===== config.mk =====
export PLATFORM = sky130hd
export DESIGN_NAME = controle_ataque
export DESIGN_NICKNAME = d
export VERILOG_FILES = /design/src/rtl/batalha_pkg.sv /design/src/rtl/filtro_botao.sv /design/src/rtl/controle_ataque.sv
export SDC_FILE = /design/constraint.sdc
export NUM_CORES = 1
export LEC_CHECK = 0
export CAP_MARGIN = 25
export CORE_ASPECT_RATIO = 0.6
export CORE_MARGIN = 10
export CORE_UTILIZATION = 65
export CTS_BUF_LIST = sky130_fd_sc_hd__clkbuf_2
export CTS_CLUSTER_SIZE = 20
export DETAILED_ROUTE_END_ITERATION = 10
export DONT_BUFFER_PORTS = 1
export PLACE_DENSITY = 0.83
export SETUP_SLACK_MARGIN = 0.15
export SYNTH_ARGS = -nofsm -noshare
export SYNTH_HDL_FRONTEND = slang
export SYNTH_SLANG_ARGS = --single-unit

===== constraint.sdc =====
create_clock -name clk -period 10.1 [get_ports clk]
set_input_delay 0 -clock clk [delete_from_list [all_inputs] [get_ports clk]]
set_output_delay 0 -clock clk [all_outputs]
set_load 0.02 [all_outputs]

===== src/rtl/batalha_pkg.sv =====
// Shared constants and types for the battleship attack-phase logic:
// board geometry, CH1:CH0 mode codes and the attack FSM state type.
package batalha_pkg;

    localparam int unsigned NUM_LINHAS  = 7;
    localparam int unsigned NUM_COLUNAS = 5;
    localparam int unsigned NUM_CELULAS = 35;

    localparam logic [1:0] MODO_DESL0  = 2'b00;
    localparam logic [1:0] MODO_ATAQUE = 2'b01;
    localparam logic [1:0] MODO_POSIC  = 2'b10;
    localparam logic [1:0] MODO_DESL1  = 2'b11;

    typedef enum logic [2:0] {
        INICIO,
        OCIOSO,
        CALCULA,
        ATUALIZA,
        FIM
    } estado_ataque_t;

endpackage


===== src/rtl/filtro_botao.sv =====
// Fire-button conditioner: 2-flop synchronizer, debounce counter and
// a single-cycle event on each debounced press (high-to-low).
module filtro_botao #(
    parameter int unsigned DEBOUNCE_CYCLES = 250000
) (
    input  logic clk,
    input  logic rst,
    input  logic btn_n,
    output logic evento
);

    localparam int unsigned CW = $clog2(DEBOUNCE_CYCLES + 1);

    logic [1:0]    sync;
    logic          estavel;
    logic [CW-1:0] cont;
    logic          mudou;
    logic          aceita;

    // cont counts how long the synchronized level has differed from the
    // accepted level; reaching DEBOUNCE_CYCLES-1 means DEBOUNCE_CYCLES cycles.
    assign mudou  = (sync[1] != estavel);
    assign aceita = mudou && (cont == CW'(DEBOUNCE_CYCLES - 1));

    always_ff @(posedge clk or posedge rst) begin
        if (rst) begin
            sync    <= '1;
            estavel <= 1'b1;
            cont    <= '0;
            evento  <= 1'b0;
        end else begin
            sync   <= {sync[0], btn_n};
            evento <= aceita && !sync[1];
            if (!mudou) begin
                cont <= '0;
            end else if (aceita) begin
                estavel <= sync[1];
                cont    <= '0;
            end else begin
                cont <= cont + CW'(1);
            end
        end
    end

endmodule


===== src/rtl/controle_ataque.sv =====
// Attack-phase controller: validates and scores shots against the ship
// map, keeps shot/hit masks and counters, and drives result LEDs.
module controle_ataque
    import batalha_pkg::*;
#(
    parameter int unsigned DEBOUNCE_CYCLES = 250000,
    parameter int unsigned MAX_TIROS       = 20
) (
    input  logic                   clk,
    input  logic                   rst,
    input  logic [1:0]             modo,
    input  logic                   b0_n,
    input  logic [2:0]             linha,
    input  logic [2:0]             coluna,
    input  logic [NUM_CELULAS-1:0] mapa,
    output logic [NUM_CELULAS-1:0] tiros,
    output logic [NUM_CELULAS-1:0] acertos,
    output logic [5:0]             num_tiros,
    output logic [5:0]             num_acertos,
    output logic                   led_g,
    output logic                   led_r,
    output logic                   tiro_ok,
    output logic                   tiro_erro,
    output logic                   fim_jogo,
    output logic                   vitoria
);

    estado_ataque_t estado, prox;

    logic       disparo;
    logic [5:0] alvos;
    logic [5:0] contagem;
    logic [5:0] idx_q, idx_c;
    logic       valido_q, valido_c;
    logic       hit_q, hit_c;
    logic       em_faixa;
    logic       led_hit, led_miss;

    logic [NUM_CELULAS-1:0] tiros_n, acertos_n;
    logic [5:0]             nt_n, na_n;
    logic                   lh_n, lm_n, fim_n, vit_n, ok_n, erro_n;

    filtro_botao #(
        .DEBOUNCE_CYCLES(DEBOUNCE_CYCLES)
    ) u_filtro (
        .clk   (clk),
        .rst   (rst),
        .btn_n (b0_n),
        .evento(disparo)
    );

    function automatic logic [5:0] popcount(input logic [NUM_CELULAS-1:0] v);
        logic [5:0] s;
        s = '0;
        for (int unsigned i = 0; i < NUM_CELULAS; i++) begin
            s = s + 6'(v[i]);
        end
        return s;
    endfunction

    assign contagem = popcount(mapa);
    assign em_faixa = (linha <= 3'(NUM_LINHAS - 1)) && (coluna <= 3'(NUM_COLUNAS - 1));
    assign idx_c    = 6'(linha) * 6'(NUM_COLUNAS) + 6'(coluna);
    // Mask/map bits are only looked at for in-range coordinates.
    assign valido_c = em_faixa && !tiros[idx_c];
    assign hit_c    = em_faixa && mapa[idx_c];

    always_ff @(posedge clk or posedge rst) begin
        if (rst) begin
            estado <= INICIO;
        end else begin
            estado <= prox;
        end
    end

    always_comb begin
        prox      = estado;
        tiros_n   = tiros;
        acertos_n = acertos;
        nt_n      = num_tiros;
        na_n      = num_acertos;
        lh_n      = led_hit;
        lm_n      = led_miss;
        fim_n     = fim_jogo;
        vit_n     = vitoria;
        ok_n      = 1'b0;
        erro_n    = 1'b0;

        unique case (estado)
            INICIO: begin
                tiros_n   = '0;
                acertos_n = '0;
                nt_n      = '0;
                na_n      = '0;
                lh_n      = 1'b0;
                lm_n      = 1'b0;
                fim_n     = 1'b0;
                vit_n     = 1'b0;
                // The live popcount equals the alvos value latched this cycle.
                if (modo == MODO_ATAQUE) begin
                    if (contagem == '0) begin
                        prox  = FIM;
                        fim_n = 1'b1;
                        vit_n = 1'b1;
                    end else begin
                        prox = OCIOSO;
                    end
                end
            end
            OCIOSO: begin
                if (modo == MODO_POSIC) begin
                    prox = INICIO;
                end else if (modo == MODO_ATAQUE && disparo) begin
                    prox = CALCULA;
                end
            end
            CALCULA: begin
                if (modo == MODO_POSIC) begin
                    prox = INICIO;
                end else if (modo == MODO_ATAQUE) begin
                    prox = ATUALIZA;
                end else begin
                    prox = OCIOSO;
                end
            end
            ATUALIZA: begin
                if (modo == MODO_POSIC) begin
                    prox = INICIO;
                end else if (modo == MODO_ATAQUE) begin
                    if (valido_q) begin
                        tiros_n[idx_q] = 1'b1;
                        if (hit_q) begin
                            acertos_n[idx_q] = 1'b1;
                            na_n             = num_acertos + 6'd1;
                        end
                        nt_n = num_tiros + 6'd1;
                        lh_n = hit_q;
                        lm_n = !hit_q;
                        ok_n = 1'b1;
                    end else begin
                        erro_n = 1'b1;
                    end
                    if (na_n == alvos) begin
                        prox  = FIM;
                        fim_n = 1'b1;
                        vit_n = 1'b1;
                    end else if (nt_n == 6'(MAX_TIROS)) begin
                        prox  = FIM;
                        fim_n = 1'b1;
                        vit_n = 1'b0;
                    end else begin
                        prox = OCIOSO;
                    end
                end
            end
            FIM: begin
                if (modo == MODO_POSIC) begin
                    prox = INICIO;
                end
            end
            default: prox = INICIO;
        endcase
    end

    always_ff @(posedge clk or posedge rst) begin
        if (rst) begin
            tiros       <= '0;
            acertos     <= '0;
            num_tiros   <= '0;
            num_acertos <= '0;
            led_hit     <= 1'b0;
            led_miss    <= 1'b0;
            led_g       <= 1'b0;
            led_r       <= 1'b0;
            tiro_ok     <= 1'b0;
            tiro_erro   <= 1'b0;
            fim_jogo    <= 1'b0;
            vitoria     <= 1'b0;
            alvos       <= '0;
            idx_q       <= '0;
            valido_q    <= 1'b0;
            hit_q       <= 1'b0;
        end else begin
            tiros       <= tiros_n;
            acertos     <= acertos_n;
            num_tiros   <= nt_n;
            num_acertos <= na_n;
            led_hit     <= lh_n;
            led_miss    <= lm_n;
            led_g       <= lh_n && (modo == MODO_ATAQUE);
            led_r       <= lm_n && (modo == MODO_ATAQUE);
            tiro_ok     <= ok_n;
            tiro_erro   <= erro_n;
            fim_jogo    <= fim_n;
            vitoria     <= vit_n;
            if (estado == INICIO) begin
                alvos <= contagem;
            end
            if (estado == CALCULA) begin
                idx_q    <= idx_c;
                valido_q <= valido_c;
                hit_q    <= hit_c;
            end
        end
    end

endmodule


==> results.yml, run 1 <==
synth:
  synth_top_flop_cell: "dfrtp_1"
  synth.top_cell.area_share_pct: 43.8
  synth_cells: 712
  ys_top_cells_by_count: "dfrtp_1, nor2_1, a21oi_1"
  synth_cell_type_count: 58
  yosys.area.top_type: "dfrtp_1"
  yosysMostFrequentCell: "dfrtp_1"
  yosysWarningCount: 0
  avgSynthCellArea_um2: 10.1
  synth.net_count: 807
  ys_seq_area_share_pct: 44.9
  synth_area_mm2: 0.00720
  async_flop_share_pct: 100
  synth-edff-count: 0
  synth_area_leaders: "dfrtp_1, fa_1, a21oi_1"
  synth_seq_cells: 129
routing:
  drc: 0
  ant_nets: 0
  drt-initial-drc-count: 412
  drt_first_pass_iters: 6
  routed_wl_mm: 19.2
  vias: 5536
  viasPerCell: 6.28
  wl_per_cell_um: 21.8
global_routing:
  grtUsageMet2_pct: 37.9
  grt-busiest-layer: "met2"
  grt_pass1_vias: 5662
  overflow: 0
  antenna_found_initial: 0
  grt_util_met3_pct: 10.8
  grt_usage_pct: 24.8
  grt_pass1_wl_mm: 30.8
  use_met1_pct: 31.9
  grt_max_degree: 73
timing:
  worst_slew_pin_slew_ns: 0.993
  setup_viol: 0
  finalHoldWorstSlack_ns: 0.0970
  fin_crit_sh_pct: 54.9
  drv_slew: 0
  clock_skew_ns: 0.0293
  max_freq_ghz: 0.180
  slew-limit-headroom_pct: 33.3
  rsz0062_at_grt: "false"
  fin_setup_tns_ns: 0
  post-route-min-period_ns: 5.55
  final-hold-violation-count: 0
min_path:
  hp-start: "mapa[8]"
  hold_class: "in2reg"
setup_path:
  endpoint_kind: "register"
  worst_setup_path_start_kind: "input pin"
  path_cells: "inv_1 -> fa_1 -> inv_1 -> fa_1 -> inv_1 -> fa_1 -> inv_1 -> fa_1 -> fa_1 -> inv_1 -> fa_1 -> inv_1 -> fa_1 -> dlygate4sd3_1 -> or4_1 -> nor4_1 -> nand2_1 -> mux2_1 -> o22ai_1 -> dlygate4sd3_1"
  r2r-start: "estado[1]$_DFFE_PP0P_"
  crit_required_ns: 10.75
  worstPathArrival_ns: 6.19
  max_stage_delay_ns: 0.58
  startpoint: "mapa[23]"
  slowest_stage: "dlygate4sd3_1"
  crit_path_frequent_cell: "fa_1"
  cp_max_fo: 2
  critPathKind: "in2reg"
layout:
  area_growth_syn_to_layout_pct: 8.24
  diodes: 0
  layout-drive-gt1-share_pct: 9.15
  nNetsFinal: 825
clock_network:
  clkTransAtPathRegs_ns: 0.21
  cts_resized: 0
  clock-root-buffer: "clkbuf_2"
  cts_buffers: 17
  cts_tree: "yes"
  ctsLongestPathBuffers: 2
  h-tree-depth: 4
  numClockSinks: 129
  insertion_delay_ns: 0.70
placement:
  portBuffers: 0
  dp_hpwl_mm: 14.1
  gp_congestion: 0.860
floorplan:
  die_area_mm2: 0.0158
  start_util_pct: 67.2
  core_area_mm2: 0.0107
  rows: 29
  io_pins: 134
  fp.dieH_um: 102
  die_x_um: 156
pwr:
  leakage_nw: 3.70
  ir_drop_uv: 167
  power_density_mw_per_mm2: 197
run:
  cap_violations: 0
status:
  outcome: "complete, no violations"
-- through the flow --
stage	power, mW	std cells	area, um^2	worst slack [ns]	util, %
floorplan	1.05	712	7200	5.24	-
global placement	1.15	825	7280	5.10	68.0
detailed placement	1.19	825	7280	4.90	68.0
CTS	1.53	882	7790	4.62	72.8
global route	1.64	882	7790	4.34	72.8
finish	1.54	882	7790	4.55	72.8
-- metal layers --
| layer | wire [um] | vias up |
|---|---|---|
| met1 | 7680 | 2739 |
| met3 | 2450 | 32 |
| li1 | - | 2470 |
| met5 | 0 | - |
| met4 | 258 | 0 |
| met2 | 8850 | 295 |
-- timing repair --
action                    in CTS  in global routing
buffers inserted               0                  0
hold buffers                  25                  0
hold endpoints to repair      81                  0
-- critical path: cells and delay by family --
kind | cells | cell delay (ns)
buf+inv | 8 | 1.45
simple gates | 3 | 0.92
mux | 1 | 0.31
fa+ha+maj | 7 | 3.39
compound gates | 1 | 0.13
-- cells in the final DEF (no fill, tap or decap), types with 8 or more instances in the layout --
cell type | synthesis | layout
xor2_1 | 14 | 14
ha_1 | 22 | 22
nor3_1 | 8 | 8
dfrtp_1 | 126 | 126
clkbuf_2 | 0 | 17
xnor2_1 | 18 | 18
nand2_1 | 48 | 48
fa_1 | 27 | 27
inv_1 | 59 | 58
o21ai_1 | 22 | 22
nand3_1 | 14 | 14
mux2i_1 | 10 | 10
a21oi_1 | 83 | 83
mux4_2 | 10 | 10
o21ai_0 | 8 | 8
nor2_1 | 102 | 101
dlygate4sd3_1 | 0 | 24
and3_1 | 11 | 11
-- kinds of logic (layout without fill, tap and decap cells) --
family                     count (synthesis)  in the layout  synth area share, %
DFF                                      129            129                 44.9
adders and majority gates                 49             49                 11.3
AOI/OAI and AO/OA                        142            142                 11.0
xor gates and xnor gates                  33             33                 4.12
and+or+nand+nor                          235            235                 15.8
buffers and inverters                     94            125                 5.35
muxes                                     30             30                 7.54
-- worst paths after layout --
kind,to,slack [ns],cells after the start
worst max-delay path,estado[2]$_DFFE_PP0P_,4.55,20
worst min-delay path,alvos[1]$_DFFE_PP0P_,0.1,6
worst max register to register,hit_q$_DFFE_PP0N_,6.50,7
worst min register to register,u_filtro.sync[1]$_DFF_PP1_,0.37,0
max in group asynchronous,idx_q[0]$_DFFE_PP0N_,8.87,4
min in group asynchronous,u_filtro.sync[0]$_DFF_PP1_,0.38,3
-- registers in the layout (all words and copies together), names as in the netlist, 2 cells and up --
name and count:
u_filtro.cont 18, num_acertos 6, alvos 6, acertos 35, idx_q 6, u_filtro.sync 2
num_tiros 6, estado 3, tiros 35
-- where the power goes --
part / switching (mW) / leakage (nW) / total [mW] / internal [mW]
combinational: 0.386 / 1.82 / 0.653 / 0.267
clock: 0.211 / 0.145 / 0.327 / 0.116
sequential: 0.0183 / 1.74 / 0.555 / 0.536
-- final cells by class --
type	count	area [um^2]
multi-input cells	489	3590
flip-flops and latches	129	3230
fillers	778	2910
repair buffers	32	320
inverters	61	231
well taps	139	174
clock inverters	15	160
clock buffers	17	85.1
(Power assumes the default switching activity.)
==> inputs of run 2 (changes only) <==
- CORE_UTILIZATION: 65 -> 60
- PLACE_DENSITY: 0.83 -> 0.81
- clock period: 10.1 -> 5.1 ns (I/O delays scaled with it)
==> run 2 against run 1 <==
Net effect:
- hold slack lost 0.035 ns
- largest cell class unchanged
- wire length shrank 1.1%
- sequential share of layout area shrank 0.36 points
==> results.yml, run 2 (synthesis gave the netlist of run 1 again) <==
layout:
  top_regs: "acertos (35), tiros (35), u_filtro.cont (18)"
  layout.area.seq_mm2: 0.00323
  nNetsFinal: 825
  diodes: 0
  multi_input_area_mm2: 0.00359
  layout_common_cells: "dfrtp_1, nor2_1, a21oi_1, inv_1, nand2_1"
  layout-drive-gt1-share_pct: 9.29
  area_growth_syn_to_layout_pct: 9.20
  final_common_cell: "dfrtp_1"
  fill_cells: 849
clock_network:
  cts_resized: 0
  clock-root-buffer: "clkbuf_2"
  cts_buffers: 17
  numClockSinks: 129
  clkTransAtPathRegs_ns: 0.20
  insertion_delay_ns: 0.67
  cts_tree: "yes"
  ctsLongestPathBuffers: 2
  cts_setup_buffers: 0
  h-tree-depth: 4
timing:
  post-route-min-period_ns: 4.50
  slew-limit-headroom_pct: 30.9
  setup_viol: 0
  clock_skew_ns: 0.0337
  drv_slew: 0
  worst_slack_ns: 0.595
  max_freq_ghz: 0.222
  final-hold-violation-count: 0
  worst_slew_pin_slew_ns: 1.03
  rsz0062_at_grt: "false"
  fin_crit_sh_pct: 88.3
routing:
  viasPerCell: 6.12
  wl_per_cell_um: 21.1
  drt-initial-drc-count: 607
  ant_nets: 0
  routed_wl_mm: 19.0
  drc: 0
  vias: 5525
  drt_first_pass_iters: 5
min_path:
  hold_class: "in2reg"
placement:
  gp_congestion: 0.882
  place_ws_ns: -0.0597
  dp_hpwl_mm: 13.8
  portBuffers: 0
run:
  cap_violations: 0
pwr:
  ir_drop_uv: 345
  p_total_mw: 3.12
  leakage_nw: 3.71
  power_density_mw_per_mm2: 397
floorplan:
  io_pins: 134
  fp.dieH_um: 105
  die_x_um: 161
  start_util_pct: 62.5
  core_area_mm2: 0.0115
  rows: 30
  die_area_mm2: 0.0169
setup_path:
  rrSetupSlack_ns: 1.97
  cp_max_fo: 2
  worst_setup_path_start_kind: "input pin"
  crit_required_ns: 5.70
  worstPathArrival_ns: 5.11
  endpoint_kind: "register"
  critPathKind: "in2reg"
global_routing:
  grt_max_degree: 73
  grt_usage_pct: 22.8
  grt_pass1_vias: 5558
  antenna_found_initial: 0
  grt_pass1_wl_mm: 31.1
  overflow: 0
status:
  outcome: "complete, no violations"
## run 2: power by group
group          switching (mW)  total (mW)  internal [mW]
logic                   0.756        1.28          0.527
registers              0.0362        1.10           1.06
clock network           0.414       0.742          0.328
## run 2: what timing repair did
action	4_1_cts	5_1_grt
hold endpoints to repair	82	0
endpoints found under the setup margin	0	0
hold buffers	23	0
## run 2: layout make-up
| class | count | share of cell area (%) |
|---|---|---|
| inverters | 61 | 2.94 |
| clock inverters | 15 | 2.64 |
| flip-flops and latches | 129 | 41.1 |
| multi-input cells | 489 | 45.7 |
| repair buffers | 32 | 4.01 |
| clock buffers | 17 | 1.08 |
| well taps | 160 | 2.55 |
## run 2: stage by stage
step	util (%)	hold slack (ns)	instances	setup TNS (ns)	area, um^2
after global routing	68.2	0.108	903	0	7860
after floorplan	-	0.00448	712	0	7200
after detailed placement	63.5	0.00464	848	-0.0919	7320
after global placement	63.5	0.00463	848	0	7320
final	68.2	0.0624	903	0	7860
after CTS	68.2	0.00887	903	0	7860
## run 2: path summary, 6_finish.rpt
check	depth (start not counted)	start	end
worst max-delay path	18	mapa[23]	estado[2]$_DFFE_PP0P_
worst min-delay path	4	linha[1]	idx_q[4]$_DFFE_PP0N_
worst max register to register	8	estado[1]$_DFFE_PP0P_	hit_q$_DFFE_PP0N_
worst min register to register	0	u_filtro.sync[0]$_DFF_PP1_	u_filtro.sync[1]$_DFF_PP1_
max in group asynchronous	4	rst	u_filtro.cont[16]$_DFF_PP0_
min in group asynchronous	3	rst	u_filtro.sync[1]$_DFF_PP1_
## run 2: metal layers
| metal | share of wire (%) | up-vias | track usage [%] |
|---|---|---|---|
| li1 | - | 2477 | - |
| met1 | 42 | 2744 | 30.2 |
| met2 | 45 | 274 | 33.5 |
| met3 | 12 | 30 | 9.56 |
| met4 | 1.2 | 0 | 6.86 |
| met5 | 0 | - | 0 |
## run 2: worst max-delay path: stages
cell	delay [ns]
inv_1	0.04
fa_1	0.53
inv_1	0.05
fa_1	0.47
inv_1	0.05
fa_1	0.49
inv_1	0.06
fa_1	0.46
fa_1	0.51
inv_1	0.05
fa_1	0.47
inv_1	0.05
fa_1	0.47
or4_1	0.43
nor4_1	0.39
nand2_1	0.16
mux2_1	0.32
o22ai_1	0.12
